### config.mk
export PLATFORM = sky130hd
export DESIGN_NAME = mux_sel_reg_n
export DESIGN_NICKNAME = d
export VERILOG_FILES = /design/src/rtl/mux_sel_pkg.sv /design/src/rtl/rr_arbiter_n.sv /design/src/rtl/mux_sel_reg_n.sv
export SDC_FILE = /design/constraint.sdc
export NUM_CORES = 1
export LEC_CHECK = 0
export CAP_MARGIN = 20
export CORE_MARGIN = 8
export CORE_UTILIZATION = 25
export DETAILED_ROUTE_END_ITERATION = 12
export SLEW_MARGIN = 10
export SYNTH_ARGS = -nofsm -noshare
export SYNTH_HDL_FRONTEND = slang
export SYNTH_HIERARCHICAL = 1
export SYNTH_SLANG_ARGS = --single-unit
### constraint.sdc
create_clock -name clk -period 2 [get_ports clk]
set_clock_uncertainty 0.05 [all_clocks]
set_input_delay 0.2 -clock clk [delete_from_list [all_inputs] [get_ports clk]]
set_output_delay 0.2 -clock clk [all_outputs]
set_load 0.01 [all_outputs]
### src/rtl/mux_sel_pkg.sv
`default_nettype none
// ============================================================================
// Module      : mux_sel_pkg
// Description : Shared constants and helpers for the registered N-way
//               selector (mode encodings, select-width helper).
// Revision    : 1.0 - initial release
// ============================================================================
package mux_sel_pkg;

  // Encoding of the mode input
  localparam logic MODE_EXPLICIT = 1'b0;
  localparam logic MODE_RR       = 1'b1;

  // Width of a channel index for an n-channel selector (n >= 2)
  function automatic int calc_selw(input int n);
    return (n > 1) ? $clog2(n) : 1;
  endfunction

endpackage
`default_nettype wire

### src/rtl/rr_arbiter_n.sv
`default_nettype none
// ============================================================================
// Module      : rr_arbiter_n
// Description : Purely combinational round-robin arbiter. Searches the
//               request vector starting at ptr_i, wrapping modulo N, and
//               returns a one-hot grant, its index and an any-grant flag.
// Revision    : 1.0 - initial release
// ============================================================================
module rr_arbiter_n
  import mux_sel_pkg::*;
#(
  parameter int N    = 4,
  parameter int SELW = calc_selw(N)
) (
  input  logic [N-1:0]    req_i,
  input  logic [SELW-1:0] ptr_i,
  output logic [N-1:0]    gnt_o,
  output logic [SELW-1:0] idx_o,
  output logic            any_o
);

  // Two passes: first the channels at or above the pointer, then the wrapped
  // ones below it; the first hit wins.
  always_comb begin
    gnt_o = '0;
    idx_o = '0;
    any_o = 1'b0;
    for (int i = 0; i < N; i++) begin
      if (!any_o && req_i[i] && (SELW'(i) >= ptr_i)) begin
        gnt_o[i] = 1'b1;
        idx_o    = SELW'(i);
        any_o    = 1'b1;
      end
    end
    for (int i = 0; i < N; i++) begin
      if (!any_o && req_i[i]) begin
        gnt_o[i] = 1'b1;
        idx_o    = SELW'(i);
        any_o    = 1'b1;
      end
    end
  end

endmodule
`default_nettype wire

### src/rtl/mux_sel_reg_n.sv
`default_nettype none
// ============================================================================
// Module      : mux_sel_reg_n
// Description : Registered N-way selector with valid/ready handshake. Grants
//               one channel per cycle (explicit select or round-robin) into
//               a one-entry output register.
//               Optional feature macro: MUX_SEL_RR_EN (round-robin arbiter
//               and pointer; without it mode is ignored, explicit only).
// Revision    : 1.0 - initial release
// ============================================================================
module mux_sel_reg_n
  import mux_sel_pkg::*;
#(
  parameter int W    = 32,
  parameter int N    = 4,
  parameter int SELW = calc_selw(N)
) (
  input  logic              clk,
  input  logic              rst_n,
  input  logic [N*W-1:0]    in_data,
  input  logic [N-1:0]      in_valid,
  output logic [N-1:0]      in_ready,
  input  logic [SELW-1:0]   sel,
  input  logic              mode,
  output logic [W-1:0]      out_data,
  output logic [SELW-1:0]   out_ch,
  output logic              out_valid,
  input  logic              out_ready
);

  logic [W-1:0]    out_data_q, out_data_d;
  logic [SELW-1:0] out_ch_q, out_ch_d;
  logic            out_valid_q, out_valid_d;

  logic [N-1:0]    w_exp_gnt;
  logic [SELW-1:0] w_exp_idx;
  logic            w_exp_any;

  logic [N-1:0]    w_gnt;
  logic [SELW-1:0] w_gnt_idx;
  logic            w_gnt_any;

  logic            w_can_accept;
  logic            w_xfer;
  logic [W-1:0]    w_word;

  // Explicit select: compare against every legal index so sel >= N matches nothing
  always_comb begin
    w_exp_gnt = '0;
    w_exp_idx = '0;
    for (int i = 0; i < N; i++) begin
      if ((sel == SELW'(i)) && in_valid[i]) begin
        w_exp_gnt[i] = 1'b1;
        w_exp_idx    = SELW'(i);
      end
    end
  end
  assign w_exp_any = |w_exp_gnt;

`ifdef MUX_SEL_RR_EN
  logic [SELW-1:0] ptr_q, ptr_d;
  logic [N-1:0]    w_rr_gnt;
  logic [SELW-1:0] w_rr_idx;
  logic            w_rr_any;

  rr_arbiter_n #(
    .N    (N),
    .SELW (SELW)
  ) u_rr_arbiter (
    .req_i (in_valid),
    .ptr_i (ptr_q),
    .gnt_o (w_rr_gnt),
    .idx_o (w_rr_idx),
    .any_o (w_rr_any)
  );

  // Active-mode grant selection
  always_comb begin
    if (mode == MODE_RR) begin
      w_gnt     = w_rr_gnt;
      w_gnt_idx = w_rr_idx;
      w_gnt_any = w_rr_any;
    end else begin
      w_gnt     = w_exp_gnt;
      w_gnt_idx = w_exp_idx;
      w_gnt_any = w_exp_any;
    end
  end

  // Pointer advances past the winner only on a round-robin transfer
  always_comb begin
    ptr_d = ptr_q;
    if (w_xfer && (mode == MODE_RR)) begin
      ptr_d = (w_gnt_idx == SELW'(N - 1)) ? '0 : w_gnt_idx + SELW'(1);
    end
  end

  // Round-robin pointer register
  always_ff @(posedge clk or negedge rst_n) begin
    if (!rst_n) begin
      ptr_q <= '0;
    end else begin
      ptr_q <= ptr_d;
    end
  end
`else
  // Explicit-only build: mode stays on the port list but has no effect
  logic unused_mode;
  assign unused_mode = mode;
  assign w_gnt       = w_exp_gnt;
  assign w_gnt_idx   = w_exp_idx;
  assign w_gnt_any   = w_exp_any;
`endif

  assign w_can_accept = ~out_valid_q | out_ready;
  assign w_xfer       = w_can_accept & w_gnt_any;
  // Ready is held low while in reset so no producer sees a phantom handshake
  assign in_ready     = w_gnt & {N{w_can_accept & rst_n}};

  // Data mux driven by the one-hot grant
  always_comb begin
    w_word = '0;
    for (int i = 0; i < N; i++) begin
      if (w_gnt[i]) begin
        w_word = in_data[i*W +: W];
      end
    end
  end

  // Output register next state: refill, drain or hold
  always_comb begin
    out_data_d  = out_data_q;
    out_ch_d    = out_ch_q;
    out_valid_d = out_valid_q;
    if (w_xfer) begin
      out_data_d  = w_word;
      out_ch_d    = w_gnt_idx;
      out_valid_d = 1'b1;
    end else if (out_ready) begin
      out_valid_d = 1'b0;
    end
  end

  // Output register
  always_ff @(posedge clk or negedge rst_n) begin
    if (!rst_n) begin
      out_data_q  <= '0;
      out_ch_q    <= '0;
      out_valid_q <= 1'b0;
    end else begin
      out_data_q  <= out_data_d;
      out_ch_q    <= out_ch_d;
      out_valid_q <= out_valid_d;
    end
  end

  assign out_data  = out_data_q;
  assign out_ch    = out_ch_q;
  assign out_valid = out_valid_q;

endmodule
`default_nettype wire

# After elaboration in Yosys (flattened, before gate mapping)
# Cells that the tools add are included.
# classes
mul	0
magnitude_cmp	0
n_mux	13
n_shift	0
n_eq_ne	3
n_addsub	0
n_reduce_logical	7
bitwise_logic	5
n_div	0
# ops
cell	n
32-bit two-way mux	4
1-bit two-way mux	7
4-bit bitwise AND	1
2-bit == test (second input constant)	2
1-bit logical AND	4
2-bit two-way mux	2
4-bit OR reduction	1
1-bit bitwise AND	2
2-bit by 1-bit == test with 1-bit output (second input constant)	1
2-bit logical NOT	1
2-bit nonzero test	1
1-bit inverter	1
1-bit bitwise OR	1
# word_totals
out_inout_bits	39
ramBits	0
latchBits	0
reg_bits	35
inputBits	138
romBits	0
mem_count	0
wordCells	31

# Depth between registers and ports, before layout
# depth
ltp_word	7
mapped_depth	6
ltp_nobuf	3

# Worst setup path before layout
# No wires, ideal clock.
# synth_timing
path_kind	register -> output
startpoint	reg out_valid_q (netlist: out_valid)
endpoint	out in_ready[0]
arrival_ps	1501
path_slack_ps	249
required_ps	1750
stages_incl_launch_ff	6
path_buffers	2
path_cell_list	dfrtp_1 nand2b_1 clkbuf_1 clkbuf_1 nand2_1 nor4b_1
# synth_via
elab_chain_len	4
# synth_lines
item	line_no	source
from (decl)	mux_sel_reg_n.sv:33	logic out_valid_q, out_valid_d;
from (signal assigned)	mux_sel_reg_n.sv:153	out_valid_q <= out_valid_d;
1-bit inverter	mux_sel_reg_n.sv:115	assign w_can_accept = ~out_valid_q | out_ready;
1-bit bitwise OR	mux_sel_reg_n.sv:115	
1-bit bitwise AND	mux_sel_reg_n.sv:118	assign in_ready = w_gnt & {N{w_can_accept & rst_n}};
4-bit bitwise AND	mux_sel_reg_n.sv:118	
to (decl)	mux_sel_reg_n.sv:22	output logic [N-1:0] in_ready,
# Every way passes these cells.

# Worst setup path after layout
# layout_timing
startpoint	in out_ready
endpoint	out in_ready[0]
# layout_via
elab_chain_len	3
# layout_lines
item	line_no	source
from (decl)	mux_sel_reg_n.sv:28	input logic out_ready
1-bit bitwise OR	mux_sel_reg_n.sv:115	
1-bit bitwise AND	mux_sel_reg_n.sv:118	
4-bit bitwise AND	mux_sel_reg_n.sv:118	
# Every way passes these cells.

==> parameters.txt <==
Parameter                              Value

Global route
  Global-route usage over all layers    about 16%
  Largest net degree at the start of global routing    63
  Wire length of the first global-routing pass    roughly 22 mm
  Initial antenna violation count    0
  Total overflow reported by the global router    0
  Number of global-route vias before repair    3923

Route
  Number of vias in the routed layout    approximately 3.7k
  Vias per cell    between 5 and 6
  Total Wirelength    between 10 and 15 mm
  ANT nets after route    0
  DRC viols    0
  Detail-routed net length per standard cell    between 15 and 20 um
  Iter 0 DRT Violations    roughly 160
  Pre-Repair DR Iteration Count    4

Yosys
  Fraction of post-synthesis cell area in the top cell type by area    between 20% and 30%
  Synth async-reset ratio    between 90% and 100%
  Synthesized Nets    approximately 510
  Yosys synthesis warning count    6
  Top post-synthesis cells by area    sky130_fd_sc_hd__dfrtp_1 26%, sky130_fd_sc_hd__or4bb_1 9.9%, sky130_fd_sc_hd__and3b_1 8.5%, sky130_fd_sc_hd__nand4b_1 8.5%, sky130_fd_sc_hd__a31o_1 7.7%
  Cell type with the largest total area after synthesis    sky130_fd_sc_hd__dfrtp_1
  Portion of the post-synthesis area used by sequential elements    between 20% and 30%
  Mapped cell area    ~3300 um2
  Synthesized instance count    about 370
  Main flop type after synthesis    sky130_fd_sc_hd__dfrtp_1
  Mean Syn Cell Area    between 8 and 9 um2
  Yosys reg bits    35
  Synth unique cells    26
  Number of enable-type register cells in the synthesized netlist    0

Clock tree
  CTS H-tree depth    2
  Buffers from clock root to sink, at most    2
  TritonCTS clock tree    done
  Clk root buf    sky130_fd_sc_hd__clkbuf_16
  CTS clock-pin slew for the worst setup and hold paths    about 0.050 ns
  TritonCTS buffer count    5
  Clock latency of the later-clocked register in the worst-skew pair    roughly 0.27 ns
  CTS Sinks    35

Cells and area
  Number of standard cells in the layout, taps in and fillers out    about 700
  Signed area change from the synthesized netlist to the final layout    65.1%
  Commonest non-fill, non-tap cells in the layout    168 x sky130_fd_sc_hd__clkdlybuf4s50_1, 35 x sky130_fd_sc_hd__dfrtp_1, 33 x sky130_fd_sc_hd__a21boi_0
  Number of inserted diodes    0
  Share of final-layout standard cells stronger than drive strength 1    8.90%
  Number of nets at the end of the flow    approximately 670
  Commonest non-fill, non-tap cell in the layout    sky130_fd_sc_hd__clkdlybuf4s50_1

Place
  Placed cells    around 700
  Buffers on Ports    roughly 180
  Placer Congestion    about 0.8
  HPWL after DPL    between 10 and 15 mm
  Minimum setup slack after placement    -0.00194 ns

Timing
  Transition time at the pin with the least slew margin    0.336 ns
  Final cycle utilization of the critical path    a little over four fifths
  Final count of pins violating max slew    0
  Final critical-path setup slack    0.303 ns
  RSZ-0062 raised after global routing    false
  Final worst hold slack    0.398 ns
  Setup-violating endpoint count in the final report    0
  Relative slew margins    77.6%
  Max Fclk    between 500 and 600 MHz
  Final hold violation count    0
  Final worst path period need    ~1.7 ns
  Accumulated negative setup slack    0 ns

Worst setup path
  Flop-to-flop setup slack    around 0.44 ns
  Kind of start point of the critical path    input pin
  Endpoint kind of the worst setup timing path    primary output
  Critical path data required time    between 1.5 and 2 ns
  Max Fanout on Critical Path    3
  Arrival time of data at the critical path endpoint    approximately 1.5 ns
  Critical path class    input pin to primary output

Die
  Die width    roughly 130 um
  Starting density of the core    between 20% and 30%
  Cell Rows    42
  Number of placed I/O pins    between 150 and 200
  Die Outline Area    17200 um2
  Floorplan die height    roughly 130 um
  Core outline area    around 13000 um2

Run status
  Result of the run    completed

Power and ir drop
  Power density over the cells    541 nW/um2
  Worst-case vdd ir drop    ~0.33 mV
  Pleak    2.21 nW

Job
  Maximum capacitance violations    0

Worst hold path
  Path category of the worst min-delay check    input pin to flip-flop
-- area by class of cell --
cell class | instances | area, um2
fillers | 1297 | 7620
multi-input cells | 276 | 2180
repair buffers | 208 | 2050
flip-flops and latches | 35 | 876
well taps | 176 | 220
clock buffers | 7 | 133
clock inverters | 1 | 5.00
inverters | 1 | 3.75
-- metal layers --
layer	wire (um)	part of all wire, %	global-route usage [%]	up-vias
li1	-	-	-	1768
met1	6190	44	18.7	1766
met2	6780	48	26.6	116
met3	862	6.1	4.65	14
met4	188	1.3	3.68	0
met5	0	0	0	-
-- worst paths after layout --
| check | from | to | cells past startpoint |
|---|---|---|---|
| min reg2reg | out_ch[1] | out_ch[1] | 1 |
| max in group asynchronous | rst_n | out_data[26] | 3 |
| min | sel[1] | out_data[9] | 3 |
| max reg2reg | out_valid | out_ch[1] | 5 |
| min in group asynchronous | rst_n | out_data[7] | 3 |
| max | out_ready | in_ready[0] | 5 |
-- synthesized netlist by cell type, types with 2 or more instances --
cell,number
sky130_fd_sc_hd__a21boi_0,33
sky130_fd_sc_hd__a31o_1,29
sky130_fd_sc_hd__a31o_2,3
sky130_fd_sc_hd__and3b_1,32
sky130_fd_sc_hd__buf_6,5
sky130_fd_sc_hd__clkbuf_1,51
sky130_fd_sc_hd__dfrtp_1,35
sky130_fd_sc_hd__nand2_1,4
sky130_fd_sc_hd__nand2b_1,3
sky130_fd_sc_hd__nand3_1,2
sky130_fd_sc_hd__nand4_1,32
sky130_fd_sc_hd__nand4b_1,32
sky130_fd_sc_hd__nand4bb_1,3
sky130_fd_sc_hd__nor2_1,2
sky130_fd_sc_hd__nor3b_1,32
sky130_fd_sc_hd__o21ai_0,32
sky130_fd_sc_hd__or4bb_1,29
-- per-stage QoR --
step | utilization, % | area [um2] | power (mW)
after floorplan | - | 3310 | 1.47
after global placement | 40.6 | 5310 | 2.20
after detailed placement | 40.6 | 5310 | 2.23
after CTS | 41.7 | 5460 | 3.00
after global routing | 41.8 | 5470 | 3.13
final | 41.8 | 5470 | 2.96
-- sequential cells by signal, indices dropped and copies added, names as in the netlist --
signal / cells
out_data: 32
out_ch: 2
out_valid: 1
-- critical path, cell delays in order --
cell	delay (ns)
sky130_fd_sc_hd__clkdlybuf4s50_1	0.44
sky130_fd_sc_hd__nand2b_1	0.15
sky130_fd_sc_hd__nand2_1	0.09
sky130_fd_sc_hd__nor4b_1	0.25
sky130_fd_sc_hd__dlygate4sd2_1	0.31
-- timing repair --
item,in CTS,in global routing
gates resized for setup,1,3
pin swaps,0,0
hold buffers,1,0
buffers inserted,0,0
setup endpoints to repair,1,3
endpoints found under the hold margin,35,0
-- power by group --
| part | internal [mW] | total, mW | leakage [nW] | switching, mW |
|---|---|---|---|---|
| Clock | 0.461 | 0.752 | 0.0679 | 0.291 |
| Sequential | 0.845 | 0.917 | 0.450 | 0.0720 |
| Combinational | 0.773 | 1.29 | 1.69 | 0.515 |
| Total | 2.08 | 2.96 | 2.21 | 0.878 |
-- cell families after synthesis --
kind of cell / synth area share [%]
buf+inv: 7.59
mux: 1.44
simple gates: 43.6
compound gates: 21.0
flops: 26.4
Note: power is estimated with default switching activity, not from simulation.
